==> config.mk <==
export PLATFORM = sky130hd
export DESIGN_NAME = q12_inv_dom
export DESIGN_NICKNAME = d
export VERILOG_FILES = /design/src/rtl/q12_pkg.sv /design/src/rtl/q12_inv_dom_and2.sv /design/src/rtl/q12_inv_dom.sv
export SDC_FILE = /design/constraint.sdc
export NUM_CORES = 1
export LEC_CHECK = 0
export CORE_UTILIZATION = 53
export DETAILED_ROUTE_END_ITERATION = 8
export GPL_TIMING_DRIVEN = 0
export HOLD_SLACK_MARGIN = 0.08
export PLACE_DENSITY = 0.91
export SYNTH_ARGS = -nofsm -noshare
export SYNTH_HDL_FRONTEND = slang
export SYNTH_SLANG_ARGS = --single-unit
==> constraint.sdc <==
create_clock -name clk -period 3.64 [get_ports clk]
set_clock_uncertainty 0.1 [all_clocks]
set_input_delay 0.728 -clock clk [delete_from_list [all_inputs] [get_ports clk]]
set_output_delay 0.728 -clock clk [all_outputs]
set_load 0.1 [all_outputs]
==> src/rtl/q12_pkg.sv <==
// ---------------------------------------------------------------------------
// q12_pkg
// Shared constants, types and helpers for the masked (2-share DOM) inverse
// of the Q12 quadratic map.
//
// Contents:
//   SHARES      - number of Boolean shares per variable (2)
//   NIBBLE_W    - width of one share of x / y (4)
//   IDX_A..X0   - bit positions inside a nibble: [3]=a, [2]=x2, [1]=x1, [0]=x0
//                 (the result uses the same positions for a, b, c, d)
//   RND_W       - width of the fresh-randomness input
//   RND_AT/AX2  - which rnd bit feeds which AND gadget
//   nibble_t    - one 4-bit share
//   compress_share - share-wise stage-2 compression of one share
// ---------------------------------------------------------------------------
package q12_pkg;

  localparam int SHARES   = 2;
  localparam int NIBBLE_W = 4;

  localparam int IDX_A  = 3;
  localparam int IDX_X2 = 2;
  localparam int IDX_X1 = 1;
  localparam int IDX_X0 = 0;

  localparam int RND_W   = 2;
  localparam int RND_AT  = 0;
  localparam int RND_AX2 = 1;

  typedef logic [NIBBLE_W-1:0] nibble_t;

  // Combine one share of the registered linear terms with the same share of
  // both AND gadget outputs.  Only one share index ever enters this function,
  // so calling it once per share keeps the two shares apart.
  //   b_i = x2_i ^ (a&t)_i
  //   c_i = x1_i ^ (a&x2)_i
  //   a_i and d_i pass straight through.
  function automatic nibble_t compress_share(input nibble_t lin,
                                             input logic    at_prod,
                                             input logic    ax2_prod);
    nibble_t y;
    y         = lin;
    y[IDX_X2] = lin[IDX_X2] ^ at_prod;
    y[IDX_X1] = lin[IDX_X1] ^ ax2_prod;
    return y;
  endfunction

endpackage : q12_pkg

==> src/rtl/q12_inv_dom_and2.sv <==
// ---------------------------------------------------------------------------
// dom_and2
// Two-share DOM-independent AND gadget.  Computes shares of (a & b) from
// shares (a1,a2) and (b1,b2) using one fresh random bit r.
//
// The two cross products are blinded with the same r and registered before
// they are ever combined with the inner products; the register stops glitches
// from carrying unmasked information into the compression XOR.  Compression
// itself is left combinational on the outputs so the parent can fold it into
// its own output register.
//
// Ports:
//   clk      - clock, rising edge
//   rst_i    - synchronous active-high reset, clears all four registers
//   en       - load enable (the parent's input-accept strobe)
//   a1, a2   - shares of operand a
//   b1, b2   - shares of operand b
//   r        - fresh random bit, sampled only when en is high
//   q1, q2   - shares of a & b (valid one cycle after the enabled load)
// ---------------------------------------------------------------------------
module dom_and2 (
  input  logic clk,
  input  logic rst_i,
  input  logic en,
  input  logic a1,
  input  logic a2,
  input  logic b1,
  input  logic b2,
  input  logic r,
  output logic q1,
  output logic q2
);

  logic inner1_q;
  logic inner2_q;
  logic cross12_q;
  logic cross21_q;

  // Stage-1 capture: inner products stay within a share; each cross product
  // touches one share of a and the other share of b, and is masked by r
  // before the flop so no single net ever holds an unmasked cross term.
  always_ff @(posedge clk) begin
    if (rst_i) begin
      inner1_q  <= 1'b0;
      inner2_q  <= 1'b0;
      cross12_q <= 1'b0;
      cross21_q <= 1'b0;
    end else if (en) begin
      inner1_q  <= a1 & b1;
      inner2_q  <= a2 & b2;
      cross12_q <= (a1 & b2) ^ r;
      cross21_q <= (a2 & b1) ^ r;
    end
  end

  // Compression: the two r's cancel when q1 and q2 are recombined.
  assign q1 = inner1_q ^ cross12_q;
  assign q2 = inner2_q ^ cross21_q;

endmodule : dom_and2

==> src/rtl/q12_inv_dom.sv <==
// ---------------------------------------------------------------------------
// q12_inv_dom
// Two-share masked inverse of the Q12 quadratic map with a valid/ready
// pipeline of two register stages.
//
// Unmasked function (x = in1^in2, y = out1^out2):
//   a = x3, d = x0, t = x2^x1, b = x2 ^ (a&t), c = x1 ^ (a&x2)
//   y = {a, b, c, d}
//
// Ports:
//   clk      - clock, rising edge
//   rst_i    - synchronous active-high reset
//   in1/in2  - shares of x, bits [3:0] = a, x2, x1, x0
//   rnd      - fresh randomness: rnd[0] for a&t, rnd[1] for a&x2
//   valid_i  - input beat present
//   ready_o  - block accepts an input this cycle
//   out1/out2- shares of y, bits [3:0] = a, b, c, d
//   valid_o  - output beat present
//   ready_i  - downstream accepts the output
//
// Pipeline: stage 1 holds the linear shares plus the gadget registers;
// stage 2 is the out1/out2 register.  Latency is two cycles from accept.
// ---------------------------------------------------------------------------
module q12_inv_dom
  import q12_pkg::*;
(
  input  logic                clk,
  input  logic                rst_i,
  input  logic [NIBBLE_W-1:0] in1,
  input  logic [NIBBLE_W-1:0] in2,
  input  logic [RND_W-1:0]    rnd,
  input  logic                valid_i,
  output logic                ready_o,
  output logic [NIBBLE_W-1:0] out1,
  output logic [NIBBLE_W-1:0] out2,
  output logic                valid_o,
  input  logic                ready_i
);

  nibble_t             share_in [SHARES];
  nibble_t             lin_q    [SHARES];
  nibble_t             y_sh     [SHARES];
  logic [SHARES-1:0]   a_sh;
  logic [SHARES-1:0]   x2_sh;
  logic [SHARES-1:0]   t_sh;
  logic [SHARES-1:0]   at_sh;
  logic [SHARES-1:0]   ax2_sh;
  logic                s1_valid;
  logic                adv2;
  logic                accept;

  assign share_in[0] = in1;
  assign share_in[1] = in2;

  // Linear layer, strictly per share: each bit of a_sh/x2_sh/t_sh depends on
  // exactly one input share.
  always_comb begin
    for (int i = 0; i < SHARES; i++) begin
      a_sh[i]  = share_in[i][IDX_A];
      x2_sh[i] = share_in[i][IDX_X2];
      t_sh[i]  = share_in[i][IDX_X2] ^ share_in[i][IDX_X1];
    end
  end

  // Handshake.  Stage 2 may move when it is empty or being drained; stage 1
  // may move when it is empty or stage 2 is taking its content.  ready_o is
  // built only from registers and ready_i, never from valid_i.
  assign adv2    = !valid_o || ready_i;
  assign ready_o = !s1_valid || adv2;
  assign accept  = valid_i && ready_o;

  // Nonlinear layer: two DOM gadgets.  Their internal flops are the stage-1
  // registers for the products; rnd is consumed only on accept.
  dom_and2 u_and_at (
    .clk   (clk),
    .rst_i (rst_i),
    .en    (accept),
    .a1    (a_sh[0]),
    .a2    (a_sh[1]),
    .b1    (t_sh[0]),
    .b2    (t_sh[1]),
    .r     (rnd[RND_AT]),
    .q1    (at_sh[0]),
    .q2    (at_sh[1])
  );

  dom_and2 u_and_ax2 (
    .clk   (clk),
    .rst_i (rst_i),
    .en    (accept),
    .a1    (a_sh[0]),
    .a2    (a_sh[1]),
    .b1    (x2_sh[0]),
    .b2    (x2_sh[1]),
    .r     (rnd[RND_AX2]),
    .q1    (ax2_sh[0]),
    .q2    (ax2_sh[1])
  );

  // Stage 1: linear pass-through shares and the stage-1 valid flag.  The
  // share registers only load on accept so idle cycles do not toggle them.
  always_ff @(posedge clk) begin
    if (rst_i) begin
      s1_valid <= 1'b0;
      for (int i = 0; i < SHARES; i++) begin
        lin_q[i] <= '0;
      end
    end else begin
      if (ready_o) begin
        s1_valid <= accept;
      end
      if (accept) begin
        for (int i = 0; i < SHARES; i++) begin
          lin_q[i] <= share_in[i];
        end
      end
    end
  end

  // Share-wise compression feeding the output register.
  always_comb begin
    for (int i = 0; i < SHARES; i++) begin
      y_sh[i] = compress_share(lin_q[i], at_sh[i], ax2_sh[i]);
    end
  end

  // Stage 2: output register.  Frozen while valid_o is held against a low
  // ready_i; otherwise takes whatever stage 1 holds.
  always_ff @(posedge clk) begin
    if (rst_i) begin
      valid_o <= 1'b0;
      out1    <= '0;
      out2    <= '0;
    end else if (adv2) begin
      valid_o <= s1_valid;
      if (s1_valid) begin
        out1 <= y_sh[0];
        out2 <= y_sh[1];
      end
    end
  end

endmodule : q12_inv_dom

==> results of run 1 <==
-- repair_timing --
item                                    CTS  global route
endpoints found under the setup margin    0             1
resized for setup                         0             1
setup buffers                             0             0
-- logic make-up after synthesis --
| kind of cell | after synthesis |
|---|---|
| simple gates | 30 |
| xor+xnor | 8 |
| buf+inv | 8 |
| flops | 26 |
| compound gates | 28 |
-- metal layers --
layer	vias up	share of wire [%]
met5	-	0
met4	0	0.88
met3	4	3.7
met2	33	51
met1	408	44
li1	422	-
-- synth_stat cells --
cell       count  share of area (%)
a2111oi_0      2                1.5
a211o_1        2                1.5
a21oi_1        9                4.0
a21oi_2        1               0.77
a22o_1         6                4.6
and3_1         7                3.8
and3_4         1               0.99
and3b_4        1                1.1
and4_1         2                1.5
buf_6          2                2.0
clkbuf_1       2               0.66
dfxtp_1       18                 32
edfxtp_1       8                 21
inv_1          3               0.99
inv_2          1               0.33
nand2_1        2               0.66
nand2b_1       2                1.1
nand3_1        8                3.5
nor2_1         3               0.99
nor2b_1        4                2.2
o21ai_0        8                3.5
xnor2_1        2                1.5
xor2_1         2                1.5
xor3_1         4                8.4
-- report_power, final --
part	internal [mW]	switching, mW	total, mW	leakage, nW
combinational	0.0507	0.0722	0.123	0.316
clock	0.0402	0.0857	0.126	0.0154
sequential	0.317	0.00861	0.325	0.235
-- how the worst max path moves through the flow --
stage          cells past startpoint       to
3_3_place_gp                       5  ready_o
6_report                           5  ready_o
4_1_cts                            5  ready_o
5_1_grt                            5  ready_o
3_5_place_dp                       5  ready_o
2_1_floorplan                      3  ready_o
-- metrics by stage --
| stage | instance area [µm²] | hold WS, ps | total power, mW | setup WS (ps) | utilization [%] |
|---|---|---|---|---|---|
| after floorplan | 1140 | 337 | 0.413 | 1280 | - |
| after global placement | 1400 | 362 | 0.450 | 38.3 | 70.8 |
| after detailed placement | 1400 | 370 | 0.454 | 33.7 | 70.8 |
| after CTS | 1430 | 390 | 0.571 | 23.2 | 72.1 |
| after global routing | 1430 | 407 | 0.591 | 341 | 72.2 |
| final | 1430 | 391 | 0.574 | 400 | 72.2 |
-- area by class of cell --
cell class                 instances  area share (%)
timing repair buffer              23            16.3
tap                               27            2.36
sequential                        26            42.0
buffer                             4            2.10
multi-input combinational         66            34.4
inverter                           4            1.05
clock buffer                       3            1.57
clock inverter                     1           0.262
-- critical path: stages --
cell and delay, ps:
clkdlybuf4s50_1 490, and3b_4 230, inv_2 80, buf_6 130, dlymetal6s2s_1 740
==> results.toml, run 1 <==
[worst_setup_path]
rr_endpoint = "lin_q[0][3]"
crit_arrival_ps = 2410
worstSetupStartpoint = "ready_i"
cp_max_fo = 10
crit_type = "input port to output port"
cp-start-kind = "input port"
r2r_cells = 5
end_kind = "output port"
r2r_slack_ps = 1800
timing.rr.start = "s1_valid"
required_ps = 2810

[clock_network]
cts.clk_slew.worst_paths_ps = 140
insertion_delay_ps = 320
cts_sinks = 26
cts-root-buf = "clkbuf_4"
cts_tree = "done"
cts-buffers-inserted = 3
postCtsHoldBufs = 0
cts_htree_levels = 1
cts_buffer_depth = 2

[timing]
max_slew_margin_pct = 35.2
slew_violations = 0
worst_pin_slew_ps = 969
fin_crit_ps = 3240
rsz0062_at_grt = "no"
fmax_ghz = 0.309
tns_ps = 0
period_share_pct = 89.0
finalHoldViolCount = 0
finalSetupViolCount = 0

[route]
drt-initial-drc-count = 15
drtPass1Iterations = 4
viasPerCell = 5.63
num_vias = 867
drcViolationCount = 0
totalWireLength_um = 2280
wl_per_cell_um = 14.8
ant_nets = 0

[finish]
fillCellCount = 137
largest_register_ffs = 8
area_delta_synth_final_pct = 25.7
final_cell_mix = "22 x clkdlybuf4s50_1, 18 x dfxtp_1, 9 x a21oi_1"
regArea_um2 = 601
nets = 142
multiInputGateArea_um2 = 493
largest_register = "lin_q"
reg_top3 = "lin_q: 8 flops, out1: 4 flops, out2: 4 flops"
finalNonFillerCells = 154
final_common_cell = "clkdlybuf4s50_1"
drive_above_1_share_pct = 7.09
antenna_cells = 0

[worst_hold_path]
hp-class = "register to register"
hold_depth = 2
min_delay_worst_endpoint = "out2[2]"
hold_start = "out2[2]"

[power]
p_leak_nw = 0.567
ir_drop_mv = 0.302
power.density_nw_per_um2 = 401

[die]
core_um2 = 1980
dieArea_um2 = 2340
num_rows = 16
boundaryPins = 24
die-width_um = 48.4
start_util_pct = 57.4
die_h_um = 48.4

[placement]
port_buffers = 23
dp_hpwl_um = 1750
place.gp.congestion = 0.841
placed_cells = 150

[synthesis]
ys_ff_latch = 26
synth_area_um2 = 1140
synth_top_family_by_area = "compound AO/OA/AOI/OAI gates"
ys_warn_count = 0
synth_xor_xnor_area_share_pct = 11.4
yosysSeqAreaShare_pct = 52.7
synthAdderAreaFrac_pct = 0
synthDistinctLibCells = 24
yosys.area_share.simple_pct = 15.9
syn_nets = 114
avgSynthCellArea_um2 = 11.4
synth_compound_area_share_pct = 15.9
syn_inst = 100
muxShareOfSynthArea_pct = 0

[global_routing]
gr-usage-met3_pct = 2.83
grt_start_max_net_pins = 15
antenna_found_initial = 0
grt_use_total_pct = 21.5
grt_pass1_vias = 807
overflow = 0
use_met2_pct = 38.3
busiest_layer = "met2"
grt_first_pass_wirelength_um = 3880
use_met1_pct = 28.2

[status]
status = "completed"

[run]
drv_cap = 0
Note: power is estimated with default switching activity, not from simulation.
==> inputs of run 2 (changes only) <==
--- a/config.mk
+++ b/config.mk
@@ -6,10 +6,11 @@
 export NUM_CORES = 1
 export LEC_CHECK = 0
 export CORE_UTILIZATION = 53
+export CTS_BUF_LIST = sky130_fd_sc_hd__clkbuf_16
 export DETAILED_ROUTE_END_ITERATION = 8
 export GPL_TIMING_DRIVEN = 0
 export HOLD_SLACK_MARGIN = 0.08
-export PLACE_DENSITY = 0.91
+export PLACE_DENSITY_LB_ADDON = 0.08
 export SYNTH_ARGS = -nofsm -noshare
 export SYNTH_HDL_FRONTEND = slang
 export SYNTH_SLANG_ARGS = --single-unit
==> run 2 against run 1 <==
Against the previous run:
- worst hold slack got worse by 26 ps
- via count is 2.4% lower
- global-route usage is 0.92 points lower
- wire length shrank 2.0%
- final cell count unchanged
- maximum frequency is 0.34% higher
- count of clock-buffer cells in the layout unchanged
- non-clock buffer count did not move
- cell area grew 3.7%
- sequential share of layout area down 1.5 points
- first-iteration DRC count is 47% higher
- clock power rose by 89%
- critical path type unchanged
- largest cell class unchanged
- highest routed layer unchanged
==> results.toml, run 2 (synthesis results as in run 1) <==
[finish]
multiInputGateArea_um2 = 493
final_common_cell = "clkdlybuf4s50_1"
nets = 142
largest_register_ffs = 8
area_delta_synth_final_pct = 30.3
antenna_cells = 0
final_cell_mix = "22 x clkdlybuf4s50_1, 18 x dfxtp_1, 9 x a21oi_1"
reg_top3 = "lin_q: 8 flops, out1: 4 flops, out2: 4 flops"
fillCellCount = 136
drive_above_1_share_pct = 7.09
regArea_um2 = 601
largest_register = "lin_q"

[run]
drv_cap = 0

[clock_network]
cts_tree = "done"
cts-root-buf = "clkbuf_16"
cts-buffers-inserted = 3
cts.clk_slew.worst_paths_ps = 60
cts_buffer_depth = 2
cts_sinks = 26
insertion_delay_ps = 260
cts_htree_levels = 1
postCtsHoldBufs = 0

[worst_setup_path]
crit_arrival_ps = 2400
slowest_delay_ps = 740
crit_type = "input port to output port"
cp-start-kind = "input port"
crit_slowest_cell = "dlymetal6s2s_1"
cp_max_fo = 10
end_kind = "output port"
required_ps = 2810
cp_cell_sequence = "clkdlybuf4s50_1 -> and3b_4 -> inv_2 -> buf_6 -> dlymetal6s2s_1"

[placement]
port_buffers = 23
place.gp.congestion = 0.780
dp_hpwl_um = 1620

[route]
drcViolationCount = 0
wl_per_cell_um = 14.5
drt-initial-drc-count = 22
totalWireLength_um = 2230
num_vias = 846
viasPerCell = 5.49
drtPass1Iterations = 4
ant_nets = 0

[global_routing]
grt_first_pass_wirelength_um = 3640
overflow = 0
grt_start_max_net_pins = 15
antenna_found_initial = 0
grt_use_total_pct = 20.6
grt_pass1_vias = 831

[timing]
finalHoldViolCount = 0
holdWs_ps = 366
fmax_ghz = 0.310
finalSetupViolCount = 0
max_slew_margin_pct = 35.4
rsz0062_at_grt = "no"
period_share_pct = 88.7
worst_pin_slew_ps = 967
slew_violations = 0
fin_crit_ps = 3230
tns_ps = 0

[die]
boundaryPins = 24
dieArea_um2 = 2340
die_h_um = 48.4
die-width_um = 48.4
core_um2 = 1980
num_rows = 16
start_util_pct = 57.4

[worst_hold_path]
hp-class = "register to register"

[power]
ir_drop_mv = 0.333
p_leak_nw = 0.594
power.density_nw_per_um2 = 462

[status]
status = "completed"
-- run 2: through the flow --
| step | power [mW] | instances | worst slack [ps] | area (µm²) | util [%] |
|---|---|---|---|---|---|
| finish | 0.686 | 154 | 411 | 1480 | 74.9 |
| global route | 0.714 | 154 | 369 | 1480 | 74.9 |
| CTS | 0.688 | 154 | 19.3 | 1480 | 74.7 |
| detailed placement | 0.452 | 150 | 33.4 | 1400 | 70.8 |
| global placement | 0.450 | 150 | 38.6 | 1400 | 70.8 |
| floorplan | 0.413 | 100 | 1280 | 1140 | - |
-- run 2: power by group --
group,internal [mW],total (mW),switching [mW]
Clock,0.147,0.238,0.0915
Combinational,0.0507,0.122,0.0717
Sequential,0.317,0.325,0.00858
Total,0.514,0.686,0.172
-- run 2: repair_timing --
action,4_1_cts,5_1_grt
endpoints found under the setup margin,0,1
hold endpoints to repair,0,0
gates resized for setup,0,1
buffers inserted,0,0
-- run 2: per-layer routing --
metal	up-vias	track usage, %	share of wire (%)	routed length [µm]
li1	422	-	-	-
met1	387	25.5	44	989
met2	35	35.9	50	1130
met3	2	2.83	4.4	98
met4	0	8.82	0.85	19
met5	-	0	0	0
-- run 2: worst max-delay path, delay by kind of cell --
family	cells	cell delay, ps
buffers and inverters	4	1430
and+or+nand+nor	1	240
-- run 2: area by class of cell --
class	count	share of cell area, %
Multi-Input combinational cell	66	33.2
Sequential cell	26	40.5
Buffer	4	2.02
Clock inverter	1	0.253
Timing Repair Buffer	23	15.7
Inverter	4	1.01
Clock buffer	3	5.06
Tap cell	27	2.28
-- run 2: path summary, 6_finish.rpt --
check	cells past startpoint	start	slack, ps	to
worst max-delay path	5	ready_i	410	ready_o
worst min-delay path	1	u_and_at.cross21_q	370	u_and_at.cross21_q
worst max register to register	5	s1_valid	1840	lin_q[0][7]
worst min register to register	1	u_and_at.cross21_q	370	u_and_at.cross21_q
==> inputs of run 3 (changes only) <==
--- a/config.mk
+++ b/config.mk
@@ -7,6 +7,7 @@
 export LEC_CHECK = 0
 export CORE_UTILIZATION = 53
 export CTS_BUF_LIST = sky130_fd_sc_hd__clkbuf_16
+export CTS_CLUSTER_SIZE = 20
 export DETAILED_ROUTE_END_ITERATION = 8
 export GPL_TIMING_DRIVEN = 0
 export HOLD_SLACK_MARGIN = 0.08
==> results of run 3 <==
Final layout, timing and power as in run 2 (identical DEF).
